<file path="src/rtl/fifo_stream_reader.sv">
// Read-side drain engine: pops a FIFO into a 2-entry skid buffer and streams words out with burst markers.
// Optional pop counter on rd_count enabled by defining FIFO_STREAM_READER_CNT_EN.
module fifo_stream_reader #(
  parameter int WIDTH     = 32,
  parameter int BURST_LEN = 4,
  parameter int CNT_W     = 32
) (
  input  logic             clk,
  input  logic             rst,
  input  logic             enable,
  input  logic             empty_fifo,
  output logic             read_en,
  input  logic [WIDTH-1:0] fifo_data,
  output logic [WIDTH-1:0] m_data,
  output logic             m_valid,
  input  logic             m_ready,
  output logic             m_last,
  output logic             idle,
  output logic [CNT_W-1:0] rd_count
);

  localparam int BW = (BURST_LEN > 1) ? $clog2(BURST_LEN) : 1;
  localparam logic [BW-1:0] LAST_BEAT = BW'(BURST_LEN - 1);

  typedef enum logic [1:0] {IDLE, FETCH, DRAIN} state_t;

  state_t           state;
  logic [1:0]       occ;
  logic             inflight;
  logic [WIDTH-1:0] head_q;
  logic [WIDTH-1:0] tail_q;
  logic [BW-1:0]    beat_cnt;
  logic             xfer;
  logic             cap;

  // occ + inflight bounds the skid buffer, so a captured word always has a slot.
  assign read_en = (state == FETCH) && empty_fifo &&
                   (({1'b0, occ} + {2'b00, inflight}) < 3'd2);
  assign m_valid = (occ != 2'd0);
  assign m_data  = head_q;
  assign m_last  = m_valid && (beat_cnt == LAST_BEAT);
  assign idle    = (occ == 2'd0) && !inflight && !read_en;
  assign xfer    = m_valid && m_ready;
  assign cap     = inflight;

  always_ff @(posedge clk) begin
    if (!rst) begin
      state    <= IDLE;
      occ      <= 2'd0;
      inflight <= 1'b0;
      head_q   <= '0;
      tail_q   <= '0;
      beat_cnt <= '0;
    end else begin
      case (state)
        IDLE:    if (enable) state <= FETCH;
        FETCH:   if (!enable) state <= DRAIN;
        DRAIN: begin
          if (enable)                             state <= FETCH;
          else if (occ == 2'd0 && !inflight)      state <= IDLE;
        end
        default: state <= IDLE;
      endcase

      inflight <= read_en;
      occ      <= occ + {1'b0, cap} - {1'b0, xfer};

      // Head is the output register; tail only holds a word while the head is stalled.
      case ({cap, xfer})
        2'b10: begin
          if (occ == 2'd0) head_q <= fifo_data;
          else             tail_q <= fifo_data;
        end
        2'b01: begin
          if (occ == 2'd2) head_q <= tail_q;
        end
        2'b11: begin
          if (occ == 2'd1) begin
            head_q <= fifo_data;
          end else begin
            head_q <= tail_q;
            tail_q <= fifo_data;
          end
        end
        default: ;
      endcase

      if (xfer) beat_cnt <= (beat_cnt == LAST_BEAT) ? '0 : beat_cnt + 1'b1;
    end
  end

`ifdef FIFO_STREAM_READER_CNT_EN
  logic [CNT_W-1:0] cnt_q;

  always_ff @(posedge clk) begin
    if (!rst)         cnt_q <= '0;
    else if (read_en) cnt_q <= cnt_q + 1'b1;
  end

  assign rd_count = cnt_q;
`else
  assign rd_count = '0;
`endif

endmodule

</file>
<file path="config.mk">
export PLATFORM = sky130hd
export DESIGN_NAME = fifo_stream_reader
export DESIGN_NICKNAME = d
export VERILOG_FILES = /design/src/rtl/fifo_stream_reader.sv
export SDC_FILE = /design/constraint.sdc
export NUM_CORES = 1
export LEC_CHECK = 0
export CORE_ASPECT_RATIO = 0.6
export CORE_MARGIN = 4
export CORE_UTILIZATION = 47
export CTS_CLUSTER_SIZE = 25
export DETAILED_ROUTE_END_ITERATION = 8
export PLACE_DENSITY = 0.8
export SLEW_MARGIN = 40
export SYNTH_ARGS = -nofsm -noshare
export SYNTH_HDL_FRONTEND = slang
export SYNTH_SLANG_ARGS = --single-unit
export TNS_END_PERCENT = 50
</file>
<file path="constraint.sdc">
create_clock -name clk -period 1.94 [get_ports clk]
set_clock_uncertainty 0.2 [all_clocks]
set_input_delay 0.194 -clock clk [delete_from_list [all_inputs] [get_ports clk]]
set_output_delay 0.194 -clock clk [all_outputs]
set_load 0.01 [all_outputs]
</file>
==> results of run 1 <==
==> cell families (layout without fill, tap and decap cells) <==
family,count (synthesis),in the layout,synth area share
flip-flops,71,71,0.403
other,1,32,0.00106
AO/OA/AOI/OAI,138,138,0.323
multiplexers,1,1,0.00283
XOR/XNOR,2,2,0.00496
adder cells (fa/ha/maj),2,2,0.00709
buffers and inverters,98,144,0.154
AND/OR/NAND/NOR,86,86,0.104
==> sequential cells by signal, indices dropped and copies added (netlist names) <==
name / cells
beat_cnt: 2
m_data: 32
state: 2
cap: 1
occ: 2
tail_q: 32
==> cell usage in the layout, fill, tap and decap left out, types with 2 or more instances in the layout <==
master,synthesis,layout
a21boi_0,23,23
a21boi_1,9,9
a21oi_1,3,3
a221oi_1,2,2
a221oi_2,30,30
and2_1,5,5
buf_2,7,2
buf_4,39,19
clkbuf_16,0,9
clkbuf_2,0,2
clkdlybuf4s50_1,0,66
clkinv_2,0,2
clkinvlp_4,0,2
conb_1,1,32
dfxtp_1,71,71
dlygate4sd2_1,0,2
ha_1,2,2
inv_1,33,33
nand2_1,68,68
nand2b_1,2,2
nor2b_1,3,3
nor3b_1,2,2
o21ai_0,32,32
o21ai_2,2,2
o22ai_1,32,32
xnor2_1,2,2
==> worst reg2reg max path: stages (launching register included) <==
cell,delay [ns]
dfxtp_1,0.32
buf_4,0.14
buf_4,0.18
o21ai_2,0.14
buf_4,0.27
o22ai_1,0.12
a221oi_1,0.32
==> power groups by stage <==
| stage | clock network [mW] | registers [mW] | logic [mW] |
|---|---|---|---|
| final | 1.63 | 1.58 | 0.738 |
| after global routing | 1.72 | 1.59 | 0.796 |
| after CTS | 1.66 | 1.58 | 0.729 |
| after detailed placement | 0 | 1.61 | 0.726 |
| after global placement | 0 | 1.61 | 0.704 |
| after floorplan | 0 | 1.64 | 0.424 |
==> cell type report <==
class | count | area [um2] | area share
Clock inverter | 7 | 72.6 | 0.0159
Sequential cell | 71 | 1420 | 0.311
Multi-Input combinational cell | 261 | 1710 | 0.373
Tap cell | 104 | 130 | 0.0285
Timing Repair Buffer | 94 | 887 | 0.194
Inverter | 34 | 128 | 0.0279
Clock buffer | 9 | 225 | 0.0493
==> how the worst max path moves through the flow <==
| stage | depth (start not counted) | end | slack [ns] |
|---|---|---|---|
| after CTS | 4 | read_en | 0.0004 |
| after floorplan | 6 | occ[1]$_SDFF_PN0_ | 0.38 |
| final | 5 | m_last | 0.04 |
| after global routing | 5 | m_last | 0.0009 |
| after global placement | 5 | m_data[6]$_SDFFE_PN0P_ | -0.12 |
| after detailed placement | 4 | read_en | -0.09 |
==> timing repair <==
| action | 4_1_cts | 5_1_grt |
|---|---|---|
| buffers inserted | 0 | 2 |
| resized for setup | 9 | 4 |
| setup endpoints to repair | 4 | 6 |
==> layer usage <==
| metal | share of wire | wire, um |
|---|---|---|
| met1 | 0.46 | 3990 |
| met2 | 0.45 | 3860 |
| met3 | 0.081 | 693 |
| met4 | 0.0051 | 44 |
| met5 | 0 | 0 |
==> metrics by stage <==
stage | total power [mW] | cell area [um2] | cells | setup slack (ns)
after floorplan | 2.06 | 3650 | 430 | 0.381
after global placement | 2.31 | 4230 | 561 | -0.115
after detailed placement | 2.34 | 4250 | 562 | -0.0900
after CTS | 3.97 | 4560 | 578 | 0.000442
after global routing | 4.11 | 4570 | 580 | 0.000869
final | 3.95 | 4570 | 580 | 0.0401
==> flow_summary_export.csv, run 1 <==
group,metric,value,unit
detailed_routing,routedWlPerCell,14.8,um
floorplanning,die_h,75.1,um
logic_synthesis,ys.flop_type,"dfxtp_1",
cts,cts.reportedPaths.clkPinSlew,0.05,ns
finish,final_nets,510,
cts,clkLatencyLatePin,0.33,ns
logic_synthesis,yosys_register_bits,71,
cts,clkSinkCount,71,
sta,period_share,0.979,
global_route,grt_pass1_wl,13700,um
logic_synthesis,async_reset_ff_frac,0,
sta,rsz0062_at_grt,"false",
cts,cts_tree,"yes",
finish,drive_gt1_frac,0.170,
setup_path,cp_num_buf_inv,3,
pwr,p_int,2.90,mW
place,gp_congestion,0.772,
sta,slew_violations,0,
job,maxCapViolations,0,
logic_synthesis,yosysTopAreaCellShare,0.403,
run_status,run_status,"complete, no violations",
logic_synthesis,synth_edf_count,0,
global_route,grt_pass1_vias,2755,
detailed_routing,firstDrtPassIters,5,
cts,cts_buffers,9,
global_route,track_usage,0.192,
detailed_routing,drt_iter0_markers,237,
finish,syn2layout_area_growth,29.4,%
sta,setup_viol,0,
detailed_routing,viasPerCell,5.20,
logic_synthesis,synthTopCellsByCount,"71 x dfxtp_1, 68 x nand2_1, 39 x buf_4",
sta,final_hold_viol_count,0,
global_route,met2_usage,0.305,
hold_path,min_path_cells,3,
logic_synthesis,yosysMostFrequentCell,"dfxtp_1",
floorplanning,top_level_ports,105,
detailed_routing,ant_nets,0,
setup_path,arrival,1.51,ns
pwr,clockPowerShare,0.413,
place,numPortBuffers,72,
logic_synthesis,syn_inst,399,
global_route,antenna_found_initial,0,
setup_path,crit-reg2reg-launch,"cap$_SDFF_PN0_",
finish,post-route-util,0.629,
logic_synthesis,synth_cell_types,32,
pwr,leakagePower,1.60,nW
floorplanning,rows,24,
setup_path,r2r_end,"m_data[25]$_SDFFE_PN0P_",
floorplanning,coreArea,7270,um2
cts,cts_htree_levels,3,
cts,clockBufferDepth,2,
global_route,grt_use_met1,0.254,
setup_path,critPathMaxFanout,8,
global_route,busiest_layer,"met2",
setup_path,path_class,"flip-flop to primary output",
pwr,power.share.switching,0.266,
sta,hold_slack,0.152,ns
sta,period_needed,1.90,ns
sta,tns,0,ns
pwr,p_comb_frac,0.187,
sta,fmax,0.526,GHz
hold_path,hold_path_class,"input port to flip-flop",
setup_path,slowest_delay,0.31,ns
global_route,grt_max_degree,72,
finish,fillers,627,
place,hpwl,5900,um
detailed_routing,routed_wl,8590,um
hold_path,holdPathEnd,"tail_q[26]$_SDFFE_PN0P_",
setup_path,start_kind,"flip-flop",
pwr,power_per_cell_area,864,nW/um2
logic_synthesis,synth_warnings,0,
logic_synthesis,synth_seq_area_share,0.403,
global_route,global_route.usage.met3,0.0721,
setup_path,path_cells,"buf_4 -> nor2_2 -> inv_1 -> and2_1 -> dlygate4sd2_1",
cts,cts_root_buf,"clkbuf_16",
pwr,peakVddDrop,373,uV
setup_path,crit_path_top_delay_cell,"dfxtp_1",
logic_synthesis,syn_area_per_cell,8.85,um2
hold_path,hold_start,"rst",
detailed_routing,drc_errors,0,
setup_path,worstPathRequired,1.55,ns
cts,ctsHoldBuffers,0,
pwr,seq_power_share,0.400,
floorplanning,start_util,0.486,
logic_synthesis,yosys.area.top_type,"dfxtp_1",
setup_path,cp-startpoint,"occ[0]$_SDFF_PN0_",
pwr,power.switching,1.05,mW
floorplanning,fp.dieW,120,um
global_route,grt-ovfl-total,0,
setup_path,regToRegSetupSlack,0.16,ns
setup_path,cp_top_family,"buffers and inverters",
floorplanning,die_area,9010,um2
finish,n_antenna_cell,0,
logic_synthesis,ys_top_cells_by_area,"dfxtp_1 40%, a221oi_2 13%, buf_4 8.3%, nand2_1 7.2%, o22ai_1 5.7%",
setup_path,cp-end-kind,"primary output",
setup_path,reg2regPathDepth,6,
detailed_routing,num_vias,3014,
logic_synthesis,syn-cell-area,3530,um2
Note: power is estimated with default switching activity, not from simulation.
==> run 2, diff against run 1 <==
Settings changed: CORE_UTILIZATION 47 to 43, PLACE_DENSITY 0.8 to unset, PLACE_DENSITY_LB_ADDON set to 0.12.
Clock period 1.94 ns to 1.7 ns, I/O delays scaled along.
==> run 2 against run 1 <==
  * Critical path depth is 1 lower
  * First-iteration DRC count decreased by 37%
  * Final cell count up 0.34%
  * Worst setup slack lost 0.0086 ns
  * Die area up 8.5%
  * Flip-flop and latch count is the same
  * Clock-buffer cell count is 4 higher
  * Combinational power grew 11%
  * Sequential power up 15%
  * Sequential share of layout area decreased by 0.12 points
  * Power up 12%
  * Non-clock buffer count stayed put
  * Critical path type unchanged
  * Critical endpoint is now idle
  * Highest routed layer unchanged
==> flow_summary_export.csv, run 2 (synthesis results as in run 1) <==
group,metric,value,unit
run_status,run_status,"complete, no violations",
setup_path,start_kind,"flip-flop",
sta,fmax,0.599,GHz
finish,seqCellArea,1430,um2
setup_path,slowest_delay,0.33,ns
finish,syn2layout_area_growth,30.7,%
place,numPortBuffers,72,
global_route,grt_pass1_vias,2809,
cts,clkLatencyLatePin,0.33,ns
setup_path,reg2regPathDepth,6,
finish,final_nets,510,
setup_path,crit_path_top_delay_cell,"dfxtp_1",
setup_path,path_cells,"nor2b_4 -> nand2_1 -> and2_1 -> dlygate4sd2_1",
pwr,peakVddDrop,488,uV
cts,cts_buffers,9,
global_route,grt-ovfl-total,0,
finish,layout_commonest_cell,"dfxtp_1",
detailed_routing,routed_wl,8440,um
cts,cts_tree,"yes",
pwr,power,4.43,mW
setup_path,path_class,"flip-flop to primary output",
place,gp_congestion,0.802,
hold_path,hold_path_class,"input port to flip-flop",
cts,cts_root_buf,"clkbuf_16",
global_route,track_usage,0.175,
sta,period_needed,1.67,ns
detailed_routing,ant_nets,0,
detailed_routing,viasPerCell,5.05,
sta,rsz0062_at_grt,"true",
place,dpl_cell_area,4300,um2
detailed_routing,firstDrtPassIters,4,
cts,cts_htree_levels,3,
setup_path,worstPathRequired,1.33,ns
cts,cts_setup_buffers,0,
cts,clockBufferDepth,2,
cts,cts.reportedPaths.clkPinSlew,0.05,ns
finish,layout_common_cells,"69 x dfxtp_1, 68 x nand2_1, 65 x clkdlybuf4s50_1",
sta,tns,0,ns
global_route,grt_max_degree,72,
floorplanning,die_h,78.2,um
finish,multiInputGateArea,1710,um2
sta,hold_slack,0.144,ns
floorplanning,fp.dieW,125,um
finish,n_antenna_cell,0,
detailed_routing,drc_errors,0,
cts,clkSinkCount,71,
floorplanning,rows,25,
sta,layout_setup_ws,0.0315,ns
setup_path,cp-end-kind,"primary output",
job,maxCapViolations,0,
hold_path,min_path_cells,4,
sta,setup_viol,0,
sta,slew_violations,0,
floorplanning,top_level_ports,105,
global_route,grt_pass1_wl,13900,um
setup_path,critPathMaxFanout,2,
place,pre_cts_ws,-0.181,ns
finish,fillers,735,
floorplanning,coreArea,7950,um2
floorplanning,start_util,0.444,
sta,period_share,0.981,
global_route,antenna_found_initial,0,
finish,fin_area,4610,um2
pwr,leakagePower,1.63,nW
pwr,power_per_cell_area,961,nW/um2
sta,final_hold_viol_count,0,
detailed_routing,num_vias,2941,
place,hpwl,5550,um
floorplanning,die_area,9770,um2
setup_path,arrival,1.30,ns
detailed_routing,drt_iter0_markers,150,
finish,drive_gt1_frac,0.165,
detailed_routing,routedWlPerCell,14.5,um
## run 2: timing repair
item | CTS | global route
gates resized for setup | 16 | 5
endpoints found under the setup margin | 20 | 26
hold buffers | 0 | 0
pin swaps | 0 | 1
## run 2: final timing paths
path | slack, ns | startpoint | end
worst max-delay path | 0.03 | state[0]$_SDFFE_PN0P_ | idle
worst min-delay path | 0.14 | rst | state[0]$_SDFFE_PN0P_
worst max register to register | 0.07 | occ[0]$_SDFF_PN0_ | m_data[25]$_SDFFE_PN0P_
worst min register to register | 0.25 | tail_q[2]$_SDFFE_PN0P_ | tail_q[2]$_SDFFE_PN0P_
## run 2: per-layer routing
layer	track usage	share of wire	vias to the layer above	routed length, um
li1	-	-	1476	-
met1	0.239	0.50	1372	4200
met2	0.263	0.43	80	3660
met3	0.0591	0.057	13	485
met4	0.0552	0.011	0	92
met5	0	0	-	0
## run 2: layout make-up
| class | count | area share |
|---|---|---|
| Timing Repair Buffer | 94 | 0.201 |
| Multi-Input combinational cell | 261 | 0.371 |
| Clock inverter | 1 | 0.00651 |
| Clock buffer | 13 | 0.0542 |
| Inverter | 34 | 0.0277 |
| Sequential cell | 71 | 0.310 |
| Tap cell | 108 | 0.0293 |
## run 2: through the flow
step	cells	util
global route	582	0.581
finish	582	0.581
global placement	568	0.541
detailed placement	568	0.541
CTS	582	0.579
floorplan	430	-
## run 2: report_power, final
part	total, mW	leakage [nW]	internal [mW]	switching (mW)
sequential	1.82	0.577	1.76	0.0623
clock	1.80	0.136	1.16	0.638
combinational	0.818	0.913	0.419	0.399
## run 2: worst max-delay path: cells and delay by family, from the launching register on
kind / cells / cell delay [ns]
buf+inv: 1 / 0.28
flops: 1 / 0.33
simple gates: 3 / 0.37
